--- config.mk ---
export PLATFORM = sky130hd
export DESIGN_NAME = uart_tx_arbiter
export DESIGN_NICKNAME = d
export VERILOG_FILES = /design/src/rtl/uart_pkg.sv /design/src/rtl/uart_arb_pick.sv /design/src/rtl/uart_tx_arbiter.sv
export SDC_FILE = /design/constraint.sdc
export NUM_CORES = 1
export LEC_CHECK = 0
export ABC_CLOCK_PERIOD_IN_PS = 1600
export CORE_ASPECT_RATIO = 1.1
export CORE_MARGIN = 8
export CORE_UTILIZATION = 39
export DETAILED_ROUTE_END_ITERATION = 6
export MAX_ROUTING_LAYER = met4
export PLACE_DENSITY = 0.78
export SYNTH_ARGS = -nofsm -noshare
export SYNTH_HDL_FRONTEND = slang
export SYNTH_SLANG_ARGS = --single-unit
--- constraint.sdc ---
create_clock -name clk -period 1.6 [get_ports clk]
set_input_delay 0.32 -clock clk [delete_from_list [all_inputs] [get_ports clk]]
set_output_delay 0.32 -clock clk [all_outputs]
set_load 0.02 [all_outputs]
--- src/rtl/uart_pkg.sv ---
// Shared definitions for the UART transmit arbiter: FSM encoding and default requester count.
// Optional feature macro used by the arbiter: UART_ARB_RR_EN (round-robin arbitration).
package uart_pkg;

   localparam int UART_N_REQ_DEF = 4;

   localparam logic [1:0] ST_IDLE      = 2'd0;
   localparam logic [1:0] ST_GRANT     = 2'd1;
   localparam logic [1:0] ST_START     = 2'd2;
   localparam logic [1:0] ST_WAIT_DONE = 2'd3;

   typedef enum logic [1:0] {
      IDLE      = ST_IDLE,
      GRANT     = ST_GRANT,
      START     = ST_START,
      WAIT_DONE = ST_WAIT_DONE
   } uart_arb_state_t;

endpackage

--- src/rtl/uart_arb_pick.sv ---
// Combinational winner selection: first asserted request found when scanning upward from ptr.
// A ptr tied to zero gives fixed priority with req[0] highest.
module uart_arb_pick #(
   parameter int N_REQ = 4,
   parameter int IDX_W = $clog2(N_REQ)
) (
   input  logic [N_REQ-1:0] req,
   input  logic [IDX_W-1:0] ptr,
   output logic             valid,
   output logic [IDX_W-1:0] idx
);

   // Scan from the farthest candidate down so the one nearest ptr is written last and wins.
   always_comb begin
      valid = 1'b0;
      idx   = '0;
      for (int k = N_REQ - 1; k >= 0; k--) begin
         int j;
         j = (int'(ptr) + k) % N_REQ;
         if (req[j]) begin
            valid = 1'b1;
            idx   = IDX_W'(j);
         end
      end
   end

endmodule

--- src/rtl/uart_tx_arbiter.sv ---
// Arbitrates N_REQ byte senders onto one UART transmitter: grant, start pulse, wait for frame done.
// Define UART_ARB_RR_EN for round-robin arbitration; otherwise fixed priority with req[0] highest.
module uart_tx_arbiter
   import uart_pkg::*;
#(
   parameter int N_REQ = UART_N_REQ_DEF,
   parameter int IDX_W = $clog2(N_REQ)
) (
   input  logic               clk,
   input  logic               rst,
   input  logic [N_REQ-1:0]   req,
   input  logic [8*N_REQ-1:0] req_data,
   output logic [N_REQ-1:0]   gnt,
   output logic               tx_start,
   output logic [7:0]         tx_data,
   input  logic               tx_busy,
   input  logic               tx_done,
   output logic               arb_busy,
   output logic [IDX_W-1:0]   cur_idx
);

   // Handshake: a requester holds req (and its byte) high until it sees its one-cycle gnt pulse;
   // the byte is captured on that same edge, so req/data may change freely afterwards.

   uart_arb_state_t  state;
   logic             pick_valid;
   logic [IDX_W-1:0] pick_idx;
   logic [7:0]       pick_byte;
   logic [IDX_W-1:0] ptr;

`ifdef UART_ARB_RR_EN
   always_ff @(posedge clk or posedge rst) begin
      if (rst) begin
         ptr <= '0;
      end else if (state == IDLE && pick_valid && !tx_busy) begin
         ptr <= (pick_idx == IDX_W'(N_REQ - 1)) ? '0 : pick_idx + 1'b1;
      end
   end
`else
   assign ptr = '0;
`endif

   uart_arb_pick #(
      .N_REQ (N_REQ),
      .IDX_W (IDX_W)
   ) u_pick (
      .req   (req),
      .ptr   (ptr),
      .valid (pick_valid),
      .idx   (pick_idx)
   );

   assign pick_byte = req_data[{pick_idx, 3'b000} +: 8];

   always_ff @(posedge clk or posedge rst) begin
      if (rst) begin
         state    <= IDLE;
         gnt      <= '0;
         tx_start <= 1'b0;
         tx_data  <= 8'h00;
         arb_busy <= 1'b0;
         cur_idx  <= '0;
      end else begin
         gnt      <= '0;
         tx_start <= 1'b0;
         case (state)
            IDLE: begin
               if (pick_valid && !tx_busy) begin
                  gnt      <= N_REQ'(1) << pick_idx;
                  tx_data  <= pick_byte;
                  cur_idx  <= pick_idx;
                  arb_busy <= 1'b1;
                  state    <= GRANT;
               end
            end
            GRANT: begin
               tx_start <= 1'b1;
               state    <= START;
            end
            START: begin
               state <= WAIT_DONE;
            end
            WAIT_DONE: begin
               // tx_data and cur_idx stay untouched until the next grant.
               if (tx_done) begin
                  arb_busy <= 1'b0;
                  state    <= IDLE;
               end
            end
            default: state <= IDLE;
         endcase
      end
   end

endmodule

# --- After elaboration in Yosys (flattened, before gate mapping) ---
# Cells that the tools add are included.
totals:
  ff_bits: 18
  latchBits: 0
  mem_bits_rw: 0
  rom_bits: 0
  input_bits: 40
  output_inout_bits: 16
  wordCells: 37
  n_memories: 0
op_classes:
  addsub: 0
  mul: 0
  div: 0
  magnitude_cmp: 0
  n_eq_ne: 5
  shifts: 2
  n_mux: 17
  bitwise_logic: 0
  reduce_logical: 7
ops:
  columns: ["cell", "count"]
  rows:
  - ["variable part select 32 x 6 -> 8 bit", 1]
  - ["two-way mux 2 bit", 6]
  - ["two-way mux 4 bit", 2]
  - ["one-hot mux 2 bit (4 select lines)", 1]
  - ["two-way mux 1 bit", 7]
  - ["== test 2 bit (second input constant)", 2]
  - ["!= test 2 bit (second input constant)", 2]
  - ["AND reduction 2 bit", 2]
  - ["left shift 1 x 2 -> 4 bit (first input constant)", 1]
  - ["AND reduction 3 bit", 1]
  - ["== test 2 x 1 -> 1 bit (second input constant)", 1]
  - ["zero test 2 bit", 1]
  - ["one-hot mux 1 bit (2 select lines)", 1]
  - ["nonzero test 2 bit", 1]
  - ["logical AND 1 bit", 1]
  - ["zero test 1 bit", 1]

# --- Logic depth before layout (Yosys ltp) ---
# Gate-level depths: netlist of run 1.
logic_depth:
  word_depth: 7
  mapped_depth: 7
  mapped_depth_nobuf: 6

# --- Hierarchy ---
# A second synthesis of run 1 with hierarchy kept.
hier_totals:
  cells_unflattened: 79
  area_unflattened_um2: 1026.0
modules_own_cells:
  columns: ["module", "instances", "cells_per_inst", "area_each_um2", "seq_area_each_um2"]
  rows:
  - ["uart_tx_arbiter", 1, 66, 948.4, 450.4]
  - ["uart_arb_pick", 1, 13, 77.6, 0.0]

# --- Least setup slack after synthesis of run 1 ---
# Ideal clock, no wire load.
synth_path:
  path_type: "reg2reg"
  start: "register state[0]"
  end: "register tx_data[5]"
  setup_ns: 0.118
  t_arrival_ns: 1.266
  required_time_ns: 1.482
  slack_ns: 0.216
  path_stages_with_launch: 7
  n_path_buf: 1
  period_less_slack_ns: 1.384
  path_cell_list: "dfrtp_1 -> inv_1 -> ha_1 -> and2b_1 -> nand2b_1 -> buf_4 -> a21o_1"
synth_between:
  elab_chain_cells: 2
synth_rtl:
  columns: ["element", "line_no", "text"]
  rows:
  - ["from (decl)", "uart_tx_arbiter.sv:25", "uart_arb_state_t state;"]
  - ["from (signal assigned)", "uart_tx_arbiter.sv:57", "state <= IDLE;"]
  - ["from (signal assigned)", "uart_tx_arbiter.sv:73", "state <= GRANT;"]
  - ["from (signal assigned)", "uart_tx_arbiter.sv:78", "state <= START;"]
  - ["zero test 2 bit", "uart_tx_arbiter.sv:66", "case (state)"]
  - ["AND reduction 2 bit (no line)", null, null]
  - ["to (signal assigned)", "uart_tx_arbiter.sv:70", "tx_data <= pick_byte;"]
  - ["to (decl)", "uart_tx_arbiter.sv:15", "output logic [7:0] tx_data,"]
# Every way passes these cells.
# A chain may end at the register's enable or synchronous reset.

# --- Final worst setup path of run 1 ---
layout_path:
  start: "register gnt[3]"
  end: "output gnt[3]"
layout_rtl:
  columns: ["element", "line_no", "text"]
  rows:
  - ["from (decl)", "uart_tx_arbiter.sv:13", "output logic [N_REQ-1:0] gnt,"]
  - ["from (signal assigned)", "uart_tx_arbiter.sv:69", "gnt <= N_REQ'(1) << pick_idx;"]
# No word-level cell between the ends.

==> results of run 1 <==
[sequential cells by signal (all words and copies together), names as in the netlist]
signal    cells
tx_data       8
gnt           4
cur_idx       2
state         2
arb_busy      1
tx_start      1
[cells in the mapped netlist]
cell,number
a21o_1,3
a21oi_1,4
a221oi_1,4
a22o_1,1
a22oi_1,7
a31oi_1,2
and2_1,2
and2b_1,3
and3_1,2
buf_2,2
buf_4,2
buf_6,1
clkbuf_1,1
dfrtp_1,18
ha_1,5
inv_1,4
mux2_1,1
mux2i_1,1
nand2_1,4
nand2b_1,3
nor2_1,7
nor2b_1,10
nor3_1,1
nor4_4,1
o211ai_1,2
o21a_1,1
o21ai_0,5
o21ai_1,2
o21ai_2,1
o22a_1,1
o22ai_1,3
o32a_1,4
[layout make-up]
class	count	area (sq um)
clock buffer	4	36.3
fill	229	870
inverter	4	15.0
multi-input combinational	80	571
sequential	18	450
tap	33	41.3
timing repair buffer	75	719
[what timing repair did]
| action | CTS | global route |
|---|---|---|
| pin swaps | 0 | 0 |
| resized for setup | 9 | 9 |
| endpoints found under the setup margin | 9 | 13 |
[kinds of logic after synthesis]
family,count (synthesis),share of synthesized area [%]
adders and majority gates,5,5.84
DFF,18,42.1
AOI/OAI and AO/OA,40,26.6
muxes,2,1.99
and+or+nand+nor,33,18.3
buffers and inverters,10,5.14
[worst paths after layout]
path                            start          to  slack (ns)  cells after the start
min in group clk           tx_data[5]  tx_data[5]        0.48                      1
setup / recovery               gnt[3]      gnt[3]        0.04                      1
max in group asynchronous         rst  tx_data[7]        1.09                      3
setup reg to reg             state[0]  tx_data[7]        0.12                      6
hold / removal                    rst      gnt[0]        0.32                      3
hold reg to reg            tx_data[5]  tx_data[5]        0.48                      1
[power breakdown]
part	total (mW)	switching [mW]	leakage, nW	internal, mW
Clock	0.287	0.148	0.0210	0.139
Sequential	0.736	0.100	0.226	0.635
Combinational	1.11	0.567	0.659	0.547
[stage by stage]
step	util [%]	power, mW	instance area (sq um)	instances	hold slack, ns
after floorplan	-	1.33	1070	108	0.259
after global placement	66.1	1.90	1790	210	0.463
after detailed placement	66.1	1.95	1790	210	0.466
after CTS	67.0	2.16	1810	214	0.330
after global routing	67.8	2.29	1830	214	0.377
final	67.8	2.14	1830	214	0.318
[routing by layer]
metal	track usage (%)	share of wire, %	up-vias
met2	24.6	49	50
met1	18.0	42	550
li1	-	-	546
met4	8.55	3.0	0
met3	2.69	6.0	11
met5	-	0	-
==> metrics.txt, run 1 <==
worst setup margin=0.0401 ns; slew at the pin closest to its max-slew limit=between 0.2 and 0.3 ns; Synth Register Bits=18; Mapped Nets=roughly 150; Netlist cell types=32; First DRT Iteration DRCs=50; initial antenna violation count=0; Synth area leaders=dfrtp_1 42%, ha_1 5.8%, nor2b_1 5.8%; drt pass-1 iters=4; Max Slew Vio Count=0; final wirelength=3480 um; die area=4680 sq um; ratio of cells with drive above 1 in the final layout=15.5%; vias=1157; IO Port Bufs=55; Max Cap Viol=0; Fmax=641 MHz; highest-count cells in the layout ignoring fill and taps=39 x clkdlybuf4s50_1, 19 x buf_4, 18 x dfrtp_1, 9 x nor2b_1, 9 x dlygate4sd2_1; Crit path max-delay family=buffers and inverters; Worst-path clk slew=0.11 ns; vias in the first global route=approximately 1.2k; Yosys warnings=0; Pleak=around 0.9 nW; CTS Sinks=18; critical-path cell list=clkdlybuf4s50_1; overall routing resource usage=15.5%; deepest clock path buffer count=2; drt wl/cell=16.3 um; crit path time final=about 1.6 ns; RSZ-0062 raised after global routing=false; Post-CTS Setup Repair Bufs=0; starting density of the core=39.6%; Largest stage delay, worst path=0.60 ns; WP buf/inv=1; htree depth=1; area grow syn2layout=71.1%; DP HPWL=2940 um; CP Capture Type=primary output; CTS root buf=clkbuf_4; Overflow after GRT=0; Peak VDD IR=approximately 0.85 mV; worst hold-check path type=in -> async; Skew-Pair Late Insertion Delay=0.30 ns; core area=around 2700 sq um; I/O pin count=56; Synth top area share=42.1%; pre-CTS WS=-0.283 ns; mapped cell area=1070 sq um; clock buffer count from CTS=3; post-route ant nets=0; Via-to-Cell Ratio=5.41; PwrDens=about 1200 nW/um^2; Syn Area/Cell=9.92 sq um; GP Congestion=0.799; Die W=66.0 um; first-pass GRT wire length=approximately 5700 um; Final Skew=0.00305 ns; cts hold-fix bufs=0; final-report hold violation count=0; startpoint types=register; antenna cells=0; post-synthesis sequential area ratio=42.1%; final setup violation count=0; Total Neg Setup Slack=0 ns; Die Height=71.0 um; fin crit share=97.5%; critical path class=reg -> out; Req. time, crit path=1.28 ns; Crit Path Max Fanout=1; run status=finished, final reports clean; # rows=20; largest net degree at the start of global routing=19; nets@finish=227; cell count after synthesis=108; critical path's slowest cell=clkdlybuf4s50_1; Slew Limit Headroom=between 80% and 90%; CP arrival=roughly 1.2 ns; cell accounting for the most synthesized area=dfrtp_1; CTS tree=yes; # DRC=0; commonest non-fill, non-tap cell in the layout=clkdlybuf4s50_1
(Power assumes the default switching activity.)
==> run 2, diff against run 1 <==
--- a/config.mk
+++ b/config.mk
@@ -8,10 +8,11 @@
 export ABC_CLOCK_PERIOD_IN_PS = 1600
 export CORE_ASPECT_RATIO = 1.1
 export CORE_MARGIN = 8
-export CORE_UTILIZATION = 39
+export CORE_UTILIZATION = 38
 export DETAILED_ROUTE_END_ITERATION = 6
 export MAX_ROUTING_LAYER = met4
 export PLACE_DENSITY = 0.78
 export SYNTH_ARGS = -nofsm -noshare
 export SYNTH_HDL_FRONTEND = slang
+export SYNTH_HIERARCHICAL = 1
 export SYNTH_SLANG_ARGS = --single-unit
==> constraint.sdc (replaced) <==
create_clock -name clk -period 1.6 [get_ports clk]
set_input_delay 0.32 -clock clk [delete_from_list [all_inputs] [get_ports clk]]
set_output_delay 0.32 -clock clk [all_outputs]
set_load 0.01 [all_outputs]
==> run 2 against run 1 <==
  * Fmax increased by 0.61%
  * Die area shrank 1.3%
  * First-iteration DRC count decreased by 14%
  * Wire length decreased by 11%
  * Sequential power increased by 1%
  * Area after synthesis shrank 4.2%
  * Power rose by 2.3%
  * Largest power group unchanged
==> metrics.txt, run 2 <==
run status=finished, final reports clean (unchanged); placed cell count=184 (was 210); drt wl/cell=16.4 um (was 16.3 um); nets@finish=203 (was 227); deepest clock path buffer count=2 (unchanged); startpoint types=register (unchanged); Fill cells=199 (was 229); CP arrival=1.23 ns (was 1.24 ns); CP Capture Type=primary output (unchanged); fin crit share=96.9% (was 97.5%); final setup violation count=0 (unchanged); Reg-to-Reg End=tx_data[4] (was tx_data[7]); WP depth=1 (unchanged); overall routing resource usage=14.9% (was 15.5%); commonest non-fill, non-tap cell in the layout=clkdlybuf4s50_1 (unchanged); commonest cells in the netlist=18 x dfrtp_1, 10 x mux2_2, 7 x nor2_1 (was 18 x dfrtp_1, 10 x nor2b_1, 7 x a22oi_1, 7 x nor2_1); Worst Setup EP=arb_busy (was gnt[3]); most frequent cell after synthesis=dfrtp_1 (unchanged); DP HPWL=2520 um (was 2940 um); antenna cells=0 (unchanged); IO Port Bufs=55 (unchanged); Skew-Pair Late Insertion Delay=0.30 ns (about the same); r2r startpoint=state[0] (unchanged); vias=923 (was 1157); CP startpoint=arb_busy (was gnt[3]); final-report hold violation count=0 (unchanged); Largest stage delay, worst path=0.55 ns (was 0.60 ns); mapped cell area=1030 sq um (was 1070 sq um); Synth top area share=43.9% (was 42.1%); first-pass GRT wire length=5190 um (was 5650 um); Die Height=70.5 um (was 71.0 um); Via-to-Cell Ratio=4.91 (was 5.41); CTS root buf=clkbuf_4 (unchanged); starting density of the core=40.3% (was 39.6%); Die W=65.5 um (was 66.0 um); final wirelength=3090 um (was 3480 um); Yosys warnings=6 (was 0); cell accounting for the most synthesized area=dfrtp_1 (unchanged); vias in the first global route=1040 (was 1184); # rows=19 (was 20); worst hold-check path type=in -> async (unchanged); # DRC=0 (unchanged); I/O pin count=56 (unchanged); PwrDens=1230 nW/um^2 (was 1170 nW/um^2); R2R Setup Slk=0.15 ns (was 0.12 ns); Max Cap Viol=0 (unchanged); First DRT Iteration DRCs=43 (was 50); highest-count cells in the layout ignoring fill and taps=48 x clkdlybuf4s50_1, 18 x dfrtp_1, 14 x buf_4, 9 x conb_1, 8 x mux4_2 (was 39 x clkdlybuf4s50_1, 19 x buf_4, 18 x dfrtp_1, 9 x nor2b_1, 9 x dlygate4sd2_1); Crit Path Max Fanout=2 (was 1); CTS tree=yes (unchanged); Largest register FFs=8 (unchanged); Post-CTS Setup Repair Bufs=0 (unchanged); Syn Area/Cell=13.0 sq um (was 9.92 sq um); critical-path cell list=clkdlybuf4s50_1 (unchanged); Max Slew Vio Count=0 (unchanged); Pleak=0.838 nW (was 0.907 nW); Crit path max-delay family=buffers and inverters (unchanged); R2R cell count=5 (was 6); Overflow after GRT=0 (unchanged); cell count after synthesis=79 (was 108); Post-synth EDFFs=0 (unchanged); post-synthesis sequential area ratio=43.9% (was 42.1%); Synth area leaders=dfrtp_1 44%, mux4_2 13%, mux2_2 11% (was dfrtp_1 42%, ha_1 5.8%, nor2b_1 5.8%); die area=4620 sq um (was 4680 sq um); largest register by flop count=tx_data (unchanged); cts hold-fix bufs=0 (unchanged); clock buffer count from CTS=3 (unchanged); biggest regs=tx_data (8), gnt (4) (unchanged); WP buf/inv=1 (unchanged); met2 Use GR=24.1% (was 24.6%); area grow syn2layout=73.4% (was 71.1%); largest net degree at the start of global routing=19 (unchanged); Peak VDD IR=0.788 mV (was 0.852 mV); Main synth FF type=dfrtp_1 (unchanged); met3 Resource Use GR=3.99% (was 2.69%); Final Non-Filler Cells=188 (was 214); Final Skew=0.00173 ns (was 0.00305 ns); CTS Sinks=18 (unchanged); grt peak-use layer=met2 (unchanged); Worst-path clk slew=0.11 ns (about the same); ratio of cells with drive above 1 in the final layout=27.4% (was 15.5%); core area=2540 sq um (was 2700 sq um); drt pass-1 iters=3 (was 4); GP Congestion=0.807 (was 0.799); post-route ant nets=0 (unchanged); Req. time, crit path=1.28 ns (about the same); Final Total Pwr=2.19 mW (was 2.14 mW); critical path class=reg -> out (unchanged); asr flop ratio synth=100% (unchanged); critical path's slowest cell=clkdlybuf4s50_1 (unchanged); Fmax=645 MHz (was 641 MHz); htree depth=1 (unchanged); worst hold slack=0.319 ns (was 0.318 ns); Netlist cell types=24 (was 32); initial antenna violation count=0 (unchanged); Synth Register Bits=18 (unchanged); Global Route met1 Usage=17.4% (was 18.0%); crit path time final=1.55 ns (was 1.56 ns)
run 2: cell types whose count changed in the layout (fill, tap and decap cells not counted), moves of 4 or more:
cell	before	now
dlymetal6s2s_1	7	3
mux4_2	0	8
mux2_2	0	4
a221oi_1	4	0
dlygate4sd2_1	9	0
conb_1	0	9
clkdlybuf4s50_1	39	48
mux2_4	0	6
buf_4	19	14
o32a_1	4	0
a22oi_1	7	0
nor2b_1	9	2
o21ai_0	5	1
run 2: logic make-up (layout without fill, tap and decap cells):
kind of cell / Yosys count / after routing / synth area share, %
multiplexers: 20 / 20 / 31.2
other: 1 / 9 / 0.366
buffers and inverters: 7 / 77 / 3.54
AND/OR/NAND/NOR: 21 / 21 / 10.0
flip-flops: 18 / 18 / 43.9
adder cells (fa/ha/maj): 5 / 5 / 6.10
AO/OA/AOI/OAI: 7 / 7 / 4.88
run 2: worst min-delay path by stage:
stage	start	endpoint	slack, ns	cells past startpoint
floorplan	rst	arb_busy	0.26	1
global placement	cur_idx[1]	cur_idx[1]	0.46	2
detailed placement	cur_idx[1]	cur_idx[1]	0.47	2
CTS	rst	tx_data[1]	0.32	3
global route	rst	tx_data[6]	0.37	3
finish	rst	tx_data[6]	0.32	3
run 2: metal layers:
metal | vias to the layer above | part of all wire (%)
met2 | 46 | 47
li1 | 428 | -
met4 | 0 | 1.1
met3 | 5 | 7.1
met1 | 444 | 44
met5 | - | 0
run 2: what timing repair did:
action / in CTS / in global routing
setup endpoints to repair: 11 / 12
pin swaps: 1 / 1
resized for setup: 13 / 8
run 2: layout make-up:
class	count	area (sq um)	area share (%)
clock buffers	4	36.3	2.04
inverters	4	15.0	0.844
flip-flops and latches	18	450	25.3
well taps	31	38.8	2.18
repair buffers	69	643	36.1
multi-input cells	62	596	33.5
run 2: worst reg2reg max path: stages, from the launching register on:
cell and delay, ns:
dfrtp_1 0.39, inv_1 0.09, ha_1 0.22, nand3b_1 0.11
buf_4 0.19, mux2_2 0.34
run 2: per-stage QoR:
stage | util (%) | setup slack [ns] | cell area, sq um | setup TNS, ns
5_1_grt | 69.9 | -0.0000283 | 1780 | -0.0000283
6_report | 69.9 | 0.0496 | 1780 | 0
3_3_place_gp | 69.2 | -0.623 | 1760 | -6.88
3_5_place_dp | 69.2 | -0.658 | 1760 | -7.35
4_1_cts | 70.2 | 0.00225 | 1790 | 0
2_1_floorplan | - | -0.143 | 1090 | -0.890
run 2: power breakdown:
group | switching, mW | internal [mW]
Sequential | 0.101 | 0.643
Clock | 0.160 | 0.139
Combinational | 0.420 | 0.722
Total | 0.681 | 1.50
==> run 3, diff against run 2 <==
--- a/config.mk
+++ b/config.mk
@@ -10,6 +10,7 @@
 export CORE_MARGIN = 8
 export CORE_UTILIZATION = 38
 export DETAILED_ROUTE_END_ITERATION = 6
+export HOLD_SLACK_MARGIN = 0.05
 export MAX_ROUTING_LAYER = met4
 export PLACE_DENSITY = 0.78
 export SYNTH_ARGS = -nofsm -noshare
==> results of run 3 <==
Same layout as run 2: the final DEF is identical, and so are final timing and power.
